<file path="config.mk">
export PLATFORM = sky130hd
export DESIGN_NAME = line_buffer_reader
export DESIGN_NICKNAME = d
export VERILOG_FILES = /design/src/rtl/line_buffer_reader.sv
export SDC_FILE = /design/constraint.sdc
export NUM_CORES = 1
export LEC_CHECK = 0
export BUFFER_PORTS_ARGS = -buffer_cell sky130_fd_sc_hd__buf_2
export CAP_MARGIN = 20
export CELL_PAD_IN_SITES_DETAIL_PLACEMENT = 1
export CELL_PAD_IN_SITES_GLOBAL_PLACEMENT = 2
export CORE_UTILIZATION = 27
export CTS_CLUSTER_SIZE = 30
export DETAILED_ROUTE_END_ITERATION = 8
export GPL_TIMING_DRIVEN = 0
export PLACE_DENSITY_LB_ADDON = 0.1
export RECOVER_POWER = 50
export SYNTH_ARGS = -nofsm -noshare
export SYNTH_HDL_FRONTEND = slang
export SYNTH_SLANG_ARGS = --single-unit
</file>
<file path="constraint.sdc">
create_clock -name pix_clk -period 1.6 [get_ports pix_clk]
set_input_delay 0.16 -clock pix_clk [delete_from_list [all_inputs] [get_ports pix_clk]]
set_output_delay 0.16 -clock pix_clk [all_outputs]
set_load 0.01 [all_outputs]
</file>
<file path="src/rtl/line_buffer_reader.sv">
// Pixel-domain read controller: addresses the line buffer from HDMI timing, repeats each camera line REPEAT times.
// Latency: 1 pix_clk from de_in/hsync_in/vsync_in to de_out/hsync_out/vsync_out/pix_out.
// Backpressure: none; the HDMI timing free-runs and underrun lines are filled with BLANK_VAL.
//
// Ports:
//   pix_clk, rst          pixel clock, asynchronous active-high reset
//   de_in/hsync_in/vsync_in  HDMI timing from the timing generator
//   line_avail            level, a complete camera line is in the buffer
//   rd_addr / rd_data     line buffer read port (data returns 1 cycle after address)
//   pix_out/de_out/hsync_out/vsync_out  re-aligned video out
//   line_done             1-cycle pulse, buffered line fully consumed
//   underrun              sticky, a line was needed but none was available
module line_buffer_reader #(
   parameter int         H_ACTIVE  = 720,
   parameter int         ADDR_W    = 10,
   parameter int         REPEAT    = 2,
   parameter logic [7:0] BLANK_VAL = 8'h10
) (
   input  logic              pix_clk,
   input  logic              rst,
   input  logic              de_in,
   input  logic              hsync_in,
   input  logic              vsync_in,
   input  logic              line_avail,
   output logic [ADDR_W-1:0] rd_addr,
   input  logic [7:0]        rd_data,
   output logic [7:0]        pix_out,
   output logic              de_out,
   output logic              hsync_out,
   output logic              vsync_out,
   output logic              line_done,
   output logic              underrun
);

   localparam logic [ADDR_W-1:0] LAST_ADDR = ADDR_W'(H_ACTIVE - 1);
   localparam logic [1:0]        REP_LAST  = 2'(REPEAT - 1);

   typedef enum logic [1:0] {
      S_WAIT_VS    = 2'd0,
      S_HBLANK     = 2'd1,
      S_LINE       = 2'd2,
      S_BLANK_LINE = 2'd3
   } state_t;

   state_t            state;
   state_t            state_nxt;
   logic [1:0]        rep_cnt;
   logic [1:0]        rep_cnt_nxt;
   logic              done_nxt;
   logic              underrun_set;
   logic [ADDR_W-1:0] pix_cnt;
   logic              de_rise;
   logic              de_fall;
   logic              vs_rise;

   // The delayed timing registers double as the previous-cycle copies for edge detection.
   assign de_rise = de_in & ~de_out;
   assign de_fall = ~de_in & de_out;
   assign vs_rise = vsync_in & ~vsync_out;

   // Timing path: fixed one-cycle delay, independent of state.
   always_ff @(posedge pix_clk or posedge rst) begin
      if (rst) begin
         de_out    <= 1'b0;
         hsync_out <= 1'b0;
         vsync_out <= 1'b0;
      end else begin
         de_out    <= de_in;
         hsync_out <= hsync_in;
         vsync_out <= vsync_in;
      end
   end

   // Read address: k-th active cycle of a line presents address k; excess
   // active cycles hold the last pixel rather than wrapping.
   always_ff @(posedge pix_clk or posedge rst) begin
      if (rst) begin
         pix_cnt <= '0;
      end else if (!de_in) begin
         pix_cnt <= '0;
      end else if (pix_cnt != LAST_ADDR) begin
         pix_cnt <= pix_cnt + ADDR_W'(1);
      end
   end

   assign rd_addr = pix_cnt;

   // FSM state register (with the repeat counter and done pulse it drives).
   always_ff @(posedge pix_clk or posedge rst) begin
      if (rst) begin
         state     <= S_WAIT_VS;
         rep_cnt   <= 2'd0;
         line_done <= 1'b0;
      end else begin
         state     <= state_nxt;
         rep_cnt   <= rep_cnt_nxt;
         line_done <= done_nxt;
      end
   end

   // Next-state logic. A vsync rise overrides everything, including a
   // simultaneous de fall, so a partly repeated line never signals done.
   always_comb begin
      state_nxt    = state;
      rep_cnt_nxt  = rep_cnt;
      done_nxt     = 1'b0;
      underrun_set = 1'b0;
      if (vs_rise) begin
         state_nxt   = S_HBLANK;
         rep_cnt_nxt = 2'd0;
      end else begin
         case (state)
            S_WAIT_VS: ;
            S_HBLANK: begin
               if (de_rise) begin
                  // line_avail is only consulted when starting a fresh camera line.
                  if (rep_cnt != 2'd0 || line_avail) begin
                     state_nxt = S_LINE;
                  end else begin
                     state_nxt    = S_BLANK_LINE;
                     underrun_set = 1'b1;
                  end
               end
            end
            S_LINE: begin
               if (de_fall) begin
                  state_nxt = S_HBLANK;
                  if (rep_cnt == REP_LAST) begin
                     rep_cnt_nxt = 2'd0;
                     done_nxt    = 1'b1;
                  end else begin
                     rep_cnt_nxt = rep_cnt + 2'd1;
                  end
               end
            end
            S_BLANK_LINE: begin
               if (de_fall) begin
                  state_nxt = S_HBLANK;
               end
            end
            default: state_nxt = S_WAIT_VS;
         endcase
      end
   end

   always_ff @(posedge pix_clk or posedge rst) begin
      if (rst) begin
         underrun <= 1'b0;
      end else if (underrun_set) begin
         underrun <= 1'b1;
      end
   end

   // Output logic. The state changes on the edge that ends a de transition
   // cycle, so during de_out the state already describes the pixel being shown.
   always_comb begin
      pix_out = 8'h00;
      if (de_out) begin
         pix_out = (state == S_LINE) ? rd_data : BLANK_VAL;
      end
   end

endmodule
</file>
Word level (Yosys, flattened, before mapping)
Index checks and enable logic that the tools add are counted.
{"block": "classes", "reduce_logical": 8, "n_bitwise": 6, "muxes": 21, "n_addsub": 2, "eq_ne": 8}
{"cell": "$mux 10", "n": 2}
{"cell": "$mux 8", "n": 2}
{"cell": "$mux 2", "n": 7}
{"cell": "$add 10x1->10 const B", "n": 1}
{"cell": "$ne 10x10->1 const B", "n": 1}
{"cell": "$mux 1", "n": 9}
{"cell": "$reduce_bool 2->1", "n": 3}
{"cell": "$eq 2x1->1 const B", "n": 2}
{"cell": "$eq 2x2->1 const B", "n": 2}
{"cell": "$pmux 2 s2", "n": 1}
{"cell": "$and 1x1->1", "n": 3}
{"cell": "$ne 3x1->1 const B", "n": 1}
{"cell": "$ne 3x3->1 const B", "n": 1}
{"cell": "$not 1->1", "n": 3}
{"cell": "$reduce_and 3->1", "n": 1}
{"cell": "$reduce_bool 3->1", "n": 1}
{"cell": "$add 2x1->2 const B", "n": 1}
{"cell": "$ne 2x1->1 const B", "n": 1}
{"cell": "$reduce_and 2->1", "n": 1}
{"cell": "$reduce_or 2->1", "n": 1}
{"cell": "$logic_or 1x1->1", "n": 1}
{"block": "word_totals", "register_bits": 19, "word_cells": 53, "input_bits": 14}

Depth between registers and ports, before layout
{"block": "logic_depth", "ltp_word": 6, "depth_mapped": 4}

Worst setup path after synthesis
OpenSTA, ideal clock, no wires.
{"block": "synth_path", "path_type": "flip-flop to flip-flop", "startpoint": "register pix_cnt[0], in the netlist rd_addr[0]", "endpoint": "register pix_cnt[2], in the netlist rd_addr[2]", "setup_slack_ps": 196, "setup_time_ps": 119, "arrival_time_ps": 1285, "required_ps": 1481, "path_stages_with_launch": 5, "cell_sequence": "dfrtp_1 -> ha_1 -> nand3_1 -> and3b_1 -> o21ba_2"}
{"block": "synth_between", "elab_chain_len": 3, "word_cells_on_any_way": 5, "classes_between": "add/sub: 1; eq/ne: 2; mux: 2"}
{"item": "start, declared", "line_no": "51", "source": "logic [ADDR_W-1:0] pix_cnt;"}
{"item": "start signal, assigned", "line_no": "82", "source": "pix_cnt <= pix_cnt + ADDR_W'(1);"}
{"item": "$add 10x1->10", "line_no": "82"}
{"item": "$mux 10", "line_no": "81", "source": "end else if (pix_cnt != LAST_ADDR) begin"}
{"item": "$mux 10", "line_no": "79", "source": "end else if (!de_in) begin"}
Several ways; a longest one is shown, not always the timed one. The select of a mux whose other input is x is not followed.
A chain may end at the register's enable or synchronous reset.

Final worst setup path
{"block": "layout_path", "startpoint": "register state[0]", "endpoint": "output pix_out[2]"}
{"block": "layout_between", "elab_chain_len": 3}
{"item": "start, declared", "line_no": "45", "source": "state_t state;"}
{"item": "start signal, assigned", "line_no": "95", "source": "state <= state_nxt;"}
{"item": "$eq 2x2->1", "line_no": "159", "source": "pix_out = (state == S_LINE) ? rd_data : BLANK_VAL;"}
{"item": "$mux 8", "line_no": "159"}
{"item": "$mux 8", "line_no": "158", "source": "if (de_out) begin"}
{"item": "end, declared", "line_no": "27", "source": "output logic [7:0] pix_out,"}
No other way between the ends.

==> results.py <==
metrics = {
    "critical_path": {
        "r2r_slack_ns": 0.14,
        "reg2reg_to": "rd_addr[9]",
        "endpoint_kind": "primary output",
        "start_kind": "flip-flop",
        "worstPathMaxFanout": 7,
        "rr_worst_depth": 3,
        "cp_data_required_time_ns": 1.44,
        "timing.rr.start": "rd_addr[2]",
        "startpoint": "state[0]",
        "crit_end": "pix_out[2]",
        "arrival_ns": 1.38,
        "crit_type": "reg -> out",
    },
    "placed_design": {
        "place_area_mm2": 0.00116,
        "dp_cells": 172,
        "dp_hpwl_mm": 1.73,
        "gp_congestion": 0.737,
        "port_buffers": 36,
        "pre_cts_ws_ns": 0.0216,
    },
    "timing": {
        "clock_skew_ns": 0.00695,
        "fin_ws_ns": 0.0647,
        "timing.final.crit_share": 0.960,
        "holdWs_ns": 0.209,
        "post-route-min-period_ns": 1.54,
        "hold_viol_final": 0,
        "setup_viol": 0,
        "max-slew-margin-rel": 0.500,
        "final_max_slew_viol_count": 0,
        "rsz0062_at_grt": "yes",
        "tightest_slew_ns": 0.749,
        "max_freq_ghz": 0.651,
    },
    "route": {
        "dr_wl_met3_um": 138,
        "wl_per_cell_um": 13.1,
        "viasPerCell": 4.87,
        "wirelength_mm": 2.39,
        "wl_met2_mm": 1.14,
        "topRoutingLayerUsed": "met4",
        "drtPass1Iterations": 3,
        "routed-via-count": 886,
        "drt_iter0_drc": 27,
        "drc_errors": 0,
        "drtAntennaViolNets": 0,
        "met1_length_mm": 1.06,
    },
    "synth": {
        "postSynthAreaPerCell_um2": 10.0,
        "synthTopCellsByArea": "dfrtp_1 (52%), and2_1 (4.7%), a21oi_1 (3.8%), o21ai_0 (3.8%), nand2_1 (3.7%)",
        "ys.flop_type": "dfrtp_1",
        "synth_area_um2": 922,
        "synth_edf_count": 0,
        "synth_top_area_frac": 0.516,
        "synth_top_area_cell": "dfrtp_1",
        "synthCells": 92,
        "yosysSeqAreaShare": 0.516,
        "yosysMostFrequentCell": "dfrtp_1",
        "yosysWarnings": 0,
        "mappedNetlistNets": 107,
        "async_reset_ff_frac": 1.00,
        "synthTopCellsByCount": "dfrtp_1 (19), nand2_1 (9), a21oi_1 (7), and2_1 (7), o21ai_0 (7)",
        "synth-seq-cells": 19,
        "yosysUniqueCellTypes": 31,
    },
    "clock_network": {
        "cts_buffers": 3,
        "ctsLongestPathBuffers": 2,
        "cts_tree": "done",
        "htreeDepth": 1,
        "root_buffer": "clkbuf_4",
        "path_clk_slew_ns": 0.11,
        "cts_sinks": 19,
        "clock_latency_ns": 0.30,
    },
    "run": {
        "drv_cap": 0,
    },
    "layout": {
        "final_nets": 154,
        "drive_gt1_frac": 0.362,
        "antenna_cells": 0,
        "synthToLayoutAreaGrowth_pct": 37.0,
        "final_area_mm2": 0.00126,
        "fin_cells": 182,
    },
    "power_and_ir_drop": {
        "p_int_mw": 0.660,
        "power.density_mw_per_mm2": 716,
        "netSwitchingPower_mw": 0.244,
        "p_leak_nw": 0.572,
        "power_frac_clock": 0.273,
        "share_comb_of_total_power": 0.139,
        "switching_share": 0.270,
        "ir_drop_mv": 0.364,
        "power_mw": 0.904,
        "p_seq_frac": 0.588,
    },
    "floorplanning": {
        "coreArea_mm2": 0.00315,
        "dieHeight_um": 60.4,
        "pin_count": 37,
        "start_util": 0.292,
        "fp.dieW_um": 60.4,
        "row_count": 20,
        "die_area_mm2": 0.00365,
    },
    "min_path": {
        "hp-class": "in -> reg",
    },
    "run_status": {
        "outcome": "completed",
    },
    "global_routing": {
        "antenna_found_initial": 0,
        "grt_max_degree": 20,
        "grt-ovfl-total": 0,
        "grt_pass1_wl_mm": 3.97,
        "grt_pass1_vias": 902,
        "grt_use_total": 0.147,
    },
}
-- power by group through the flow --
stage / clock [mW] / sequential, mW / combinational (mW)
after floorplan: 0 / 0.539 / 0.0547
after global placement: 0 / 0.537 / 0.106
after detailed placement: 0 / 0.537 / 0.109
after CTS: 0.266 / 0.529 / 0.122
after global routing: 0.283 / 0.538 / 0.141
final: 0.247 / 0.532 / 0.126
-- cells by family (layout without fill, tap and decap cells) --
kind of cell             count (synthesis)  count (layout)  share of synthesized area
AO/OA/AOI/OAI                           21              21                      0.136
XOR/XNOR                                 1               1                    0.00950
adder cells (fa/ha/maj)                  1               1                     0.0136
buffers and inverters                    5              51                     0.0217
flip-flops                              19              19                      0.516
multiplexers                             2               2                     0.0217
AND/OR/NAND/NOR                         43              43                      0.282
-- metal layers --
layer | vias up | global-route usage
met4 | 0 | 0.0617
met2 | 34 | 0.264
met3 | 5 | 0.0277
met1 | 425 | 0.171
li1 | 422 | -
met5 | - | 0
-- area by class of cell --
cell class,instances,area (µm²)
buffer,1,5.00
clock buffer,3,22.5
clock inverter,1,5.00
fill,411,1890
inverter,4,18.8
multi-input combinational,68,447
sequential,19,480
tap,44,55.1
timing repair buffer,42,230
-- sequential cells by signal, indices dropped and copies added, names as in the netlist --
register,flops
state,2
rd_addr,10
rep_cnt,2
line_done,1
underrun,1
vsync_out,1
hsync_out,1
de_out,1
-- critical path, cell delays in order, from the launching register on --
cell and delay (ns):
dfrtp_2 0.47, nor3b_4 0.29, and2_1 0.18, buf_2 0.13
-- how the worst min path moves through the flow --
| stage | start | depth (start not counted) | slack [ns] | endpoint |
|---|---|---|---|---|
| 2_1_floorplan | rst | 1 | 0.11 | de_out |
| 3_3_place_gp | hsync_in | 1 | 0.27 | hsync_out |
| 3_5_place_dp | hsync_in | 1 | 0.27 | hsync_out |
| 4_1_cts | line_avail | 3 | 0.20 | underrun |
| 5_1_grt | line_avail | 3 | 0.20 | underrun |
| 6_report | line_avail | 3 | 0.21 | underrun |
-- cells in the final DEF (no fill, tap or decap), types with 2 or more instances in the layout --
cell,Yosys,routed
o21ai_0,7,7
buf_4,0,2
clkbuf_4,0,3
inv_1,3,2
dfrtp_2,0,4
dlygate4sd3_1,0,4
clkbuf_1,0,9
a31oi_1,3,3
nand2b_1,2,2
dfrtp_1,19,15
or3_1,2,2
nor3_1,3,3
nor2b_1,3,3
and2_1,7,6
or3_2,2,2
mux2i_1,2,2
and4bb_2,2,2
a21oi_1,7,7
nand2_1,9,9
nor2_1,3,3
buf_2,0,26
-- what timing repair did --
action                     CTS  global route
hold endpoints to repair    22             0
resized for setup            2            10
setup endpoints to repair    7            13
pin swaps                    0             4
hold buffers                 4             0
buffers inserted             1             1
-- through the flow --
step	util	TNS [ns]
after CTS	0.394	0
after floorplan	-	0
final	0.401	0
after global placement	0.367	0
after detailed placement	0.367	0
after global routing	0.401	-0.0651
Note: power is estimated with default switching activity, not from simulation.
